<file path="src/rtl/jk_excite_gen_if.sv">
// Target-word handshake bundle for jk_excite_gen.
// Master offers a word; slave accepts it when ready.
interface jk_excite_gen_if #(
  parameter int WIDTH = 4
);
  logic             tgt_valid;
  logic             tgt_ready;
  logic [WIDTH-1:0] tgt_data;

  modport master (
    output tgt_valid,
    output tgt_data,
    input  tgt_ready
  );

  modport slave (
    input  tgt_valid,
    input  tgt_data,
    output tgt_ready
  );
endinterface

</file>
<file path="src/rtl/jk_excite_gen.sv">
// JK bank write-side excitation generator with mirror and Q check.
// Optional macro JK_TOGGLE_PREF_EN: changing bits use toggle code J=K=1.
module jk_excite_gen #(
  parameter int WIDTH  = 4,
  parameter int SETTLE = 2
) (
  input  logic             CLK,
  input  logic             RESET,
  jk_excite_gen_if.slave   tgt,
  output logic [WIDTH-1:0] J,
  output logic [WIDTH-1:0] K,
  output logic             drv_valid,
  input  logic [WIDTH-1:0] q_fb,
  output logic [WIDTH-1:0] mirror,
  output logic             busy,
  output logic             err
);

  typedef enum logic [1:0] {
    S_IDLE,
    S_DRIVE,
    S_SETTLE,
    S_CHECK
  } state_t;

  state_t           st;
  state_t           nxt;
  logic             ready;
  logic             accept;
  logic [3:0]       cnt;
  logic [WIDTH-1:0] tgt_q;
  logic [WIDTH-1:0] j_nx;
  logic [WIDTH-1:0] k_nx;

`ifdef JK_TOGGLE_PREF_EN
  assign j_nx = mirror ^ tgt.tgt_data;
  assign k_nx = mirror ^ tgt.tgt_data;
`else
  assign j_nx = ~mirror & tgt.tgt_data;
  assign k_nx = mirror & ~tgt.tgt_data;
`endif

  assign tgt.tgt_ready = ready;

  always_ff @(posedge CLK) begin
    if (!RESET) st <= S_IDLE;
    else        st <= nxt;
  end

  always_comb begin
    nxt    = st;
    ready  = 1'b0;
    busy   = 1'b1;
    accept = 1'b0;
    unique case (st)
      S_IDLE: begin
        ready = 1'b1;
        busy  = 1'b0;
        if (tgt.tgt_valid) begin
          accept = 1'b1;
          nxt    = S_DRIVE;
        end
      end
      S_DRIVE:  nxt = S_SETTLE;
      S_SETTLE: if (cnt == 4'd1) nxt = S_CHECK;
      S_CHECK:  nxt = S_IDLE;
      default:  nxt = S_IDLE;
    endcase
  end

  // J/K are registered at accept so they are live for the DRIVE cycle only
  always_ff @(posedge CLK) begin
    if (!RESET) begin
      mirror    <= '0;
      J         <= '0;
      K         <= '0;
      drv_valid <= 1'b0;
      err       <= 1'b0;
      cnt       <= 4'd0;
      tgt_q     <= '0;
    end else begin
      J         <= '0;
      K         <= '0;
      drv_valid <= 1'b0;
      if (accept) begin
        tgt_q     <= tgt.tgt_data;
        J         <= j_nx;
        K         <= k_nx;
        drv_valid <= 1'b1;
      end
      if (st == S_DRIVE) begin
        mirror <= tgt_q;
        cnt    <= 4'(SETTLE);
      end else if (st == S_SETTLE) begin
        cnt <= cnt - 4'd1;
      end
      if (st == S_CHECK && q_fb != mirror)
        err <= 1'b1;
    end
  end

endmodule

</file>
<file path="src/flat_wrapper.sv">
// flat-port wrapper written by rule: the top's interface ports become plain ports
module jk_excite_gen_flat 
#(
  parameter int WIDTH  = 4,
  parameter int SETTLE = 2
)
  (CLK, RESET, J, K, drv_valid, q_fb, mirror, busy, err, tgt_tgt_valid, tgt_tgt_data, tgt_tgt_ready);
  jk_excite_gen_if #(.WIDTH(WIDTH)) tgt_i ();
  input  logic CLK;
  input  logic RESET;
  output logic [WIDTH-1:0] J;
  output logic [WIDTH-1:0] K;
  output logic drv_valid;
  input  logic [WIDTH-1:0] q_fb;
  output logic [WIDTH-1:0] mirror;
  output logic busy;
  output logic err;
  input wire logic [$bits(tgt_i.tgt_valid)-1:0] tgt_tgt_valid;
  input wire logic [$bits(tgt_i.tgt_data)-1:0] tgt_tgt_data;
  output wire logic [$bits(tgt_i.tgt_ready)-1:0] tgt_tgt_ready;
  assign tgt_i.tgt_valid = tgt_tgt_valid;
  assign tgt_i.tgt_data = tgt_tgt_data;
  assign tgt_tgt_ready = tgt_i.tgt_ready;
  jk_excite_gen #(.WIDTH(WIDTH), .SETTLE(SETTLE)) u_core (.CLK(CLK), .RESET(RESET), .tgt(tgt_i), .J(J), .K(K), .drv_valid(drv_valid), .q_fb(q_fb), .mirror(mirror), .busy(busy), .err(err));
endmodule
</file>
<file path="config.mk">
export PLATFORM = sky130hd
export DESIGN_NAME = jk_excite_gen_flat
export DESIGN_NICKNAME = d
export VERILOG_FILES = /design/src/rtl/jk_excite_gen_if.sv /design/src/rtl/jk_excite_gen.sv /design/src/flat_wrapper.sv
export SDC_FILE = /design/constraint.sdc
export NUM_CORES = 1
export LEC_CHECK = 0
export ABC_AREA = 1
export CAP_MARGIN = 10
export CORE_UTILIZATION = 46
export DETAILED_ROUTE_END_ITERATION = 8
export PLACE_DENSITY = 0.85
export SLEW_MARGIN = 20
export SYNTH_ARGS = -nofsm -noshare
export SYNTH_HDL_FRONTEND = slang
export SYNTH_SLANG_ARGS = --single-unit
</file>
<file path="constraint.sdc">
create_clock -name CLK -period 1.7 [get_ports CLK]
set_input_delay 0.425 -clock CLK [delete_from_list [all_inputs] [get_ports CLK]]
set_output_delay 0.425 -clock CLK [all_outputs]
set_load 0.05 [all_outputs]
</file>
Word level (Yosys, flattened, before mapping):

Index checks and enable logic that the tools add are counted.

* flip-flop bits (word level): 24
* input bits: 11
* output and inout bits: 16
* word-level logic and storage cells: 38

* $add $sub $neg: 1
* equal/unequal tests: 7
* mux-type cells: 10
* bitwise logic cells: 5
* reductions and logical operators: 6

Operator list (number)
* $and A4 B4 Y4: 2
* $mux W2: 4
* $not A4 Y4: 2
* $pmux W2 S4: 1
* $mux W1: 5
* $eq A2 B2 Y1 const B: 2
* $eq A4 B1 Y1 const B: 1
* $ne A4 B4 Y1: 1
* $reduce_and A2 Y1: 2
* $sub A4 B1 Y4 const B: 1
* $eq A2 B1 Y1 const B: 1
* $logic_not A2 Y1: 1
* $ne A2 B1 Y1 const B: 1
* $ne A2 B2 Y1 const B: 1
* $reduce_bool A2 Y1: 1
* $reduce_or A2 Y1: 1
* $logic_and A1 B1 Y1: 1
* $not A1 Y1: 1

Depth between registers and ports, before layout:

* depth after elaboration: 3
* gate-level depth with buffers: 8

Least setup slack after synthesis:

OpenSTA, ideal clock, no wires.

* path type: reg-to-reg
* start point: reg u_core.st[0]
* end point: reg u_core.st[0]
* library setup time: 0.117 ns
* arrival time: 1.842 ns
* path slack: -0.259 ns
* stages on the path, launching flop included: 9
* clock period less this slack: 1.959 ns
* cell sequence: dfxtp_1 > inv_1 > ha_1 > inv_1 > or2_4 > nand2_4 > nand2_1 > nand2_1 > nor2_1

* cells in the longest elaborated chain, start to end: 3

RTL lines
* from (decl): RTL line jk_excite_gen.sv:26 `state_t st;`
* from (signal assigned): RTL line jk_excite_gen.sv:47 `else st <= nxt;`
* $eq A2 B2 Y1 or $logic_not A2 Y1 (tied branches): RTL line jk_excite_gen.sv:55 `unique case (st)`
* $ne A2 B1 Y1 (no line) or $ne A2 B2 Y1 (tied branches)
* $reduce_and A2 Y1 (no line)

Several ways; a longest one is shown, not always the timed one.
A chain may end at the register's enable or synchronous reset.

Worst setup path after layout:

* start point: reg u_core.st[0]
* end point: out busy

* cells in the longest elaborated chain, start to end: 2

RTL lines
* $logic_not A2 Y1: RTL line jk_excite_gen.sv:55
* $mux W1: RTL line jk_excite_gen.sv:55
* to (decl): RTL line flat_wrapper.sv:16 `output logic busy;`

Every way passes these cells.

==> results by group <==
Placed design
  – Port Buf Inserts: 26
  – Post-DP HPWL: between 1500 and 2000 µm
  – Placed Instances: ~190
  – RePlAce Congestion: about 0.77

Timing
  – Final Hold Violating Endpoints: 0
  – Post-route setup TNS: 0 ns
  – Setup violations, final: 0
  – Max frequency: 0.6101 GHz
  – Period utilization: 0.9642
  – Least-Margin Pin Slew: ~0.25 ns
  – Pins over their slew limit: 0
  – Rel. slew slack: 0.8300
  – Min Clock Period, post-route: between 1.5 and 2 ns
  – RSZ-0062 raised after global routing: no
  – Clock skew: around 0.0044 ns

Worst setup path
  – Critical Path Source: u_core.st[0]
  – Worst Path Arrival: 1.21 ns
  – CP Launch Type: flip-flop
  – Slowest CP cell: dfxtp_2
  – Crit Path Class: reg2out
  – R2R setup slack: roughly 0.39 ns
  – RR Endpoint: u_core.st[0]
  – R2R depth: 8
  – Crit path capture type: output port
  – Critical Path Max Stage Delay: ~0.36 ns
  – Crit path cell chain: inv_2, ha_4, clkinvlp_4, buf_12
  – Critical path buffer and inverter count: 3
  – Worst reg2reg startpoint: u_core.st[0]
  – CP endpoint: busy
  – Crit path max-delay family: flip-flops
  – WP data required: roughly 1.3 ns
  – Stages on worst setup path: 4
  – Critical path peak fanout: 4

Synth
  – EDFF count, synth: 0
  – Dominant cell type by area after synthesis: dfxtp_1
  – Synth area leaders: dfxtp_1, ha_1, nand2_1
  – Top cell type's share of synthesized area: 0.4723
  – Synthesized instance count: approximately 130
  – Syn_area_per_cell: between 7 and 8 µm²
  – Ys flop type: dfxtp_1
  – Register area share after synthesis: 0.4723
  – Synth async-reset ratio: 0
  – Cell area after synthesis: slightly above 1000 µm²
  – Ys Warns: 0
  – Synth unique cells: 18
  – Syn Nets: around 150
  – Most instantiated library cell after synthesis: nand2_1
  – FF+latch count, synth: 24
  – Synth cell count leaders: nand2_1, dfxtp_1, inv_1

Drt
  – Routed WL per cell: around 11 µm
  – WL met1: approximately 940 µm
  – Post-route ant nets: 0
  – Via count: between 900 and 1,000
  – Via density: 4.869
  – DRC errors left: 0
  – WL met3: 108 µm
  – Number of detailed-route iterations in the first pass: 4
  – Top sig layer: met4
  – Initial DRC Count: 23
  – WL final: 2110 µm
  – Met2 wire len: 1017 µm

Floorplanning
  – Die area: between 2000 and 2500 µm²
  – FP Rows: 16
  – Die width: roughly 50 µm
  – Die height: roughly 49 µm
  – # IOs: 27
  – Core footprint: 2022 µm²
  – Initial core utilization: 0.5031

GRT
  – Total grt overflow: 0
  – GRT Total Usage: 0.1833
  – First-pass GRT wire length: around 3400 µm
  – Antenna violations before repair: 0
  – Maximum number of pins on one net before global-route repair: 14
  – Vias in the first global route: between 800 and 900

Finish
  – Nets: approximately 180
  – Area grow syn2layout: 37.02%
  – Final Util: 0.6894
  – Fillcell total: around 150
  – Diodes inserted: 0
  – Share of cells above drive strength 1: 0.2134
  – Non-Filler Instances: about 190

Pwr
  – Power density cells: about 1800 nW/µm²
  – Pleak: 0.6285 nW
  – Net Sw Frac: 0.4476
  – Clock power share: 0.116
  – Int Pwr: around 0.0014 W
  – Comb pwr share: 0.563
  – NetSw: ~0.0011 W
  – Total power: 0.002563 W
  – Max IR drop VDD: between 1.5 and 2 mV
  – Sequential share of power: 0.321

Clock tree
  – Worst-path clk slew: roughly 0.13 ns
  – Later-pin clock latency in the skew report: between 0.3 and 0.4 ns
  – Max clock buf depth: 2
  – CTS tree: built
  – Htree depth: 1
  – # clock sinks: 24
  – CTS Buf Count: 3
  – Hold buffer count at cts: 0
  – Root Buffer: clkbuf_4

Flow run
  – Max-Cap Viols: 0

Worst hold path
  – Hold Crit Class: reg2reg

Run status
  – Status: complete, no violations
==> flip-flops by register name, summed over array words and instances, names as in the netlist <==
register / count
u_core.drv_valid: 1
u_core.tgt_q: 4
u_core.cnt: 4
u_core.st: 2
u_core.err: 1
u_core.mirror: 4
u_core.K: 4
u_core.J: 4
==> kinds of logic (layout without fill, tap and decap cells) <==
logic type,count (synthesis),in the layout,synth area share
buf+inv,24,56,0.08978
compound gates,19,19,0.09840
simple gates,57,57,0.2411
fa+ha+maj,8,8,0.09840
flops,24,24,0.4723
==> cell usage in the layout, fill, tap and decap left out <==
master,count
or2_4,1
nand3_1,2
inv_2,3
nor2_2,1
ha_1,7
a21oi_1,9
nand2_4,1
clkdlybuf4s50_1,10
buf_4,15
nor2_1,16
o21ai_0,8
clkinvlp_4,1
a31oi_1,1
ha_4,1
dfxtp_2,2
inv_1,18
nand2_1,26
dfxtp_1,22
nand2_2,1
nor3_1,9
buf_12,4
clkbuf_4,3
clkbuf_8,1
clkinv_1,1
a21oi_2,1
==> repair_timing <==
action                                  in CTS  in global routing
resized for setup                            2                  2
endpoints found under the setup margin       1                  1
buffers inserted                             0                  2
==> through the flow <==
step / area [µm²] / hold slack (ns) / setup slack, ns
final: 1394 / 0.4877 / 0.06083
after global routing: 1394 / 0.5116 / 0.006806
after CTS: 1378 / 0.4864 / 0.006814
after detailed placement: 1340 / 0.4674 / 0.1739
after global placement: 1340 / 0.4541 / 0.2078
after floorplan: 1033 / 0.4422 / 0.03104
==> worst min path at each step <==
stage | startpoint | end | slack (ns) | cells after the start
2_1_floorplan | u_core.tgt_q[3] | u_core.tgt_q[3] | 0.44 | 2
3_5_place_dp | u_core.tgt_q[3] | u_core.tgt_q[3] | 0.47 | 2
4_1_cts | u_core.tgt_q[3] | u_core.tgt_q[3] | 0.49 | 2
6_report | u_core.tgt_q[3] | u_core.tgt_q[3] | 0.49 | 2
5_1_grt | u_core.tgt_q[3] | u_core.tgt_q[3] | 0.51 | 2
3_3_place_gp | u_core.tgt_q[3] | u_core.tgt_q[3] | 0.45 | 2
==> worst min-delay path, delay by kind of cell (launching register included) <==
family	cells	cell delay, ns
flip-flops	1	0.33
AO/OA/AOI/OAI	1	0.06
AND/OR/NAND/NOR	1	0.06
==> area by class of cell <==
| type | instances | area [µm²] | area share |
|---|---|---|---|
| inverters | 23 | 90.09 | 0.06463 |
| multi-input cells | 84 | 457.9 | 0.3285 |
| well taps | 27 | 33.78 | 0.02424 |
| repair buffers | 29 | 292.8 | 0.2101 |
| flip-flops and latches | 24 | 483.0 | 0.3465 |
| clock buffers | 4 | 36.28 | 0.02603 |
==> power groups by stage <==
stage / logic [W] / registers [W] / clock network (W)
2_1_floorplan: 0.000720 / 0.00103 / 0
3_3_place_gp: 0.00136 / 0.000819 / 0
3_5_place_dp: 0.00139 / 0.000825 / 0
4_1_cts: 0.00140 / 0.000817 / 0.000305
5_1_grt: 0.00154 / 0.000840 / 0.000328
6_report: 0.00144 / 0.000822 / 0.000297
==> per-layer routing <==
metal  track usage  vias up
met3       0.03427        4
met5             0        -
li1              -      476
met4        0.1127        0
met2        0.3148       34
met1        0.2090      416
(Power assumes the default switching activity.)
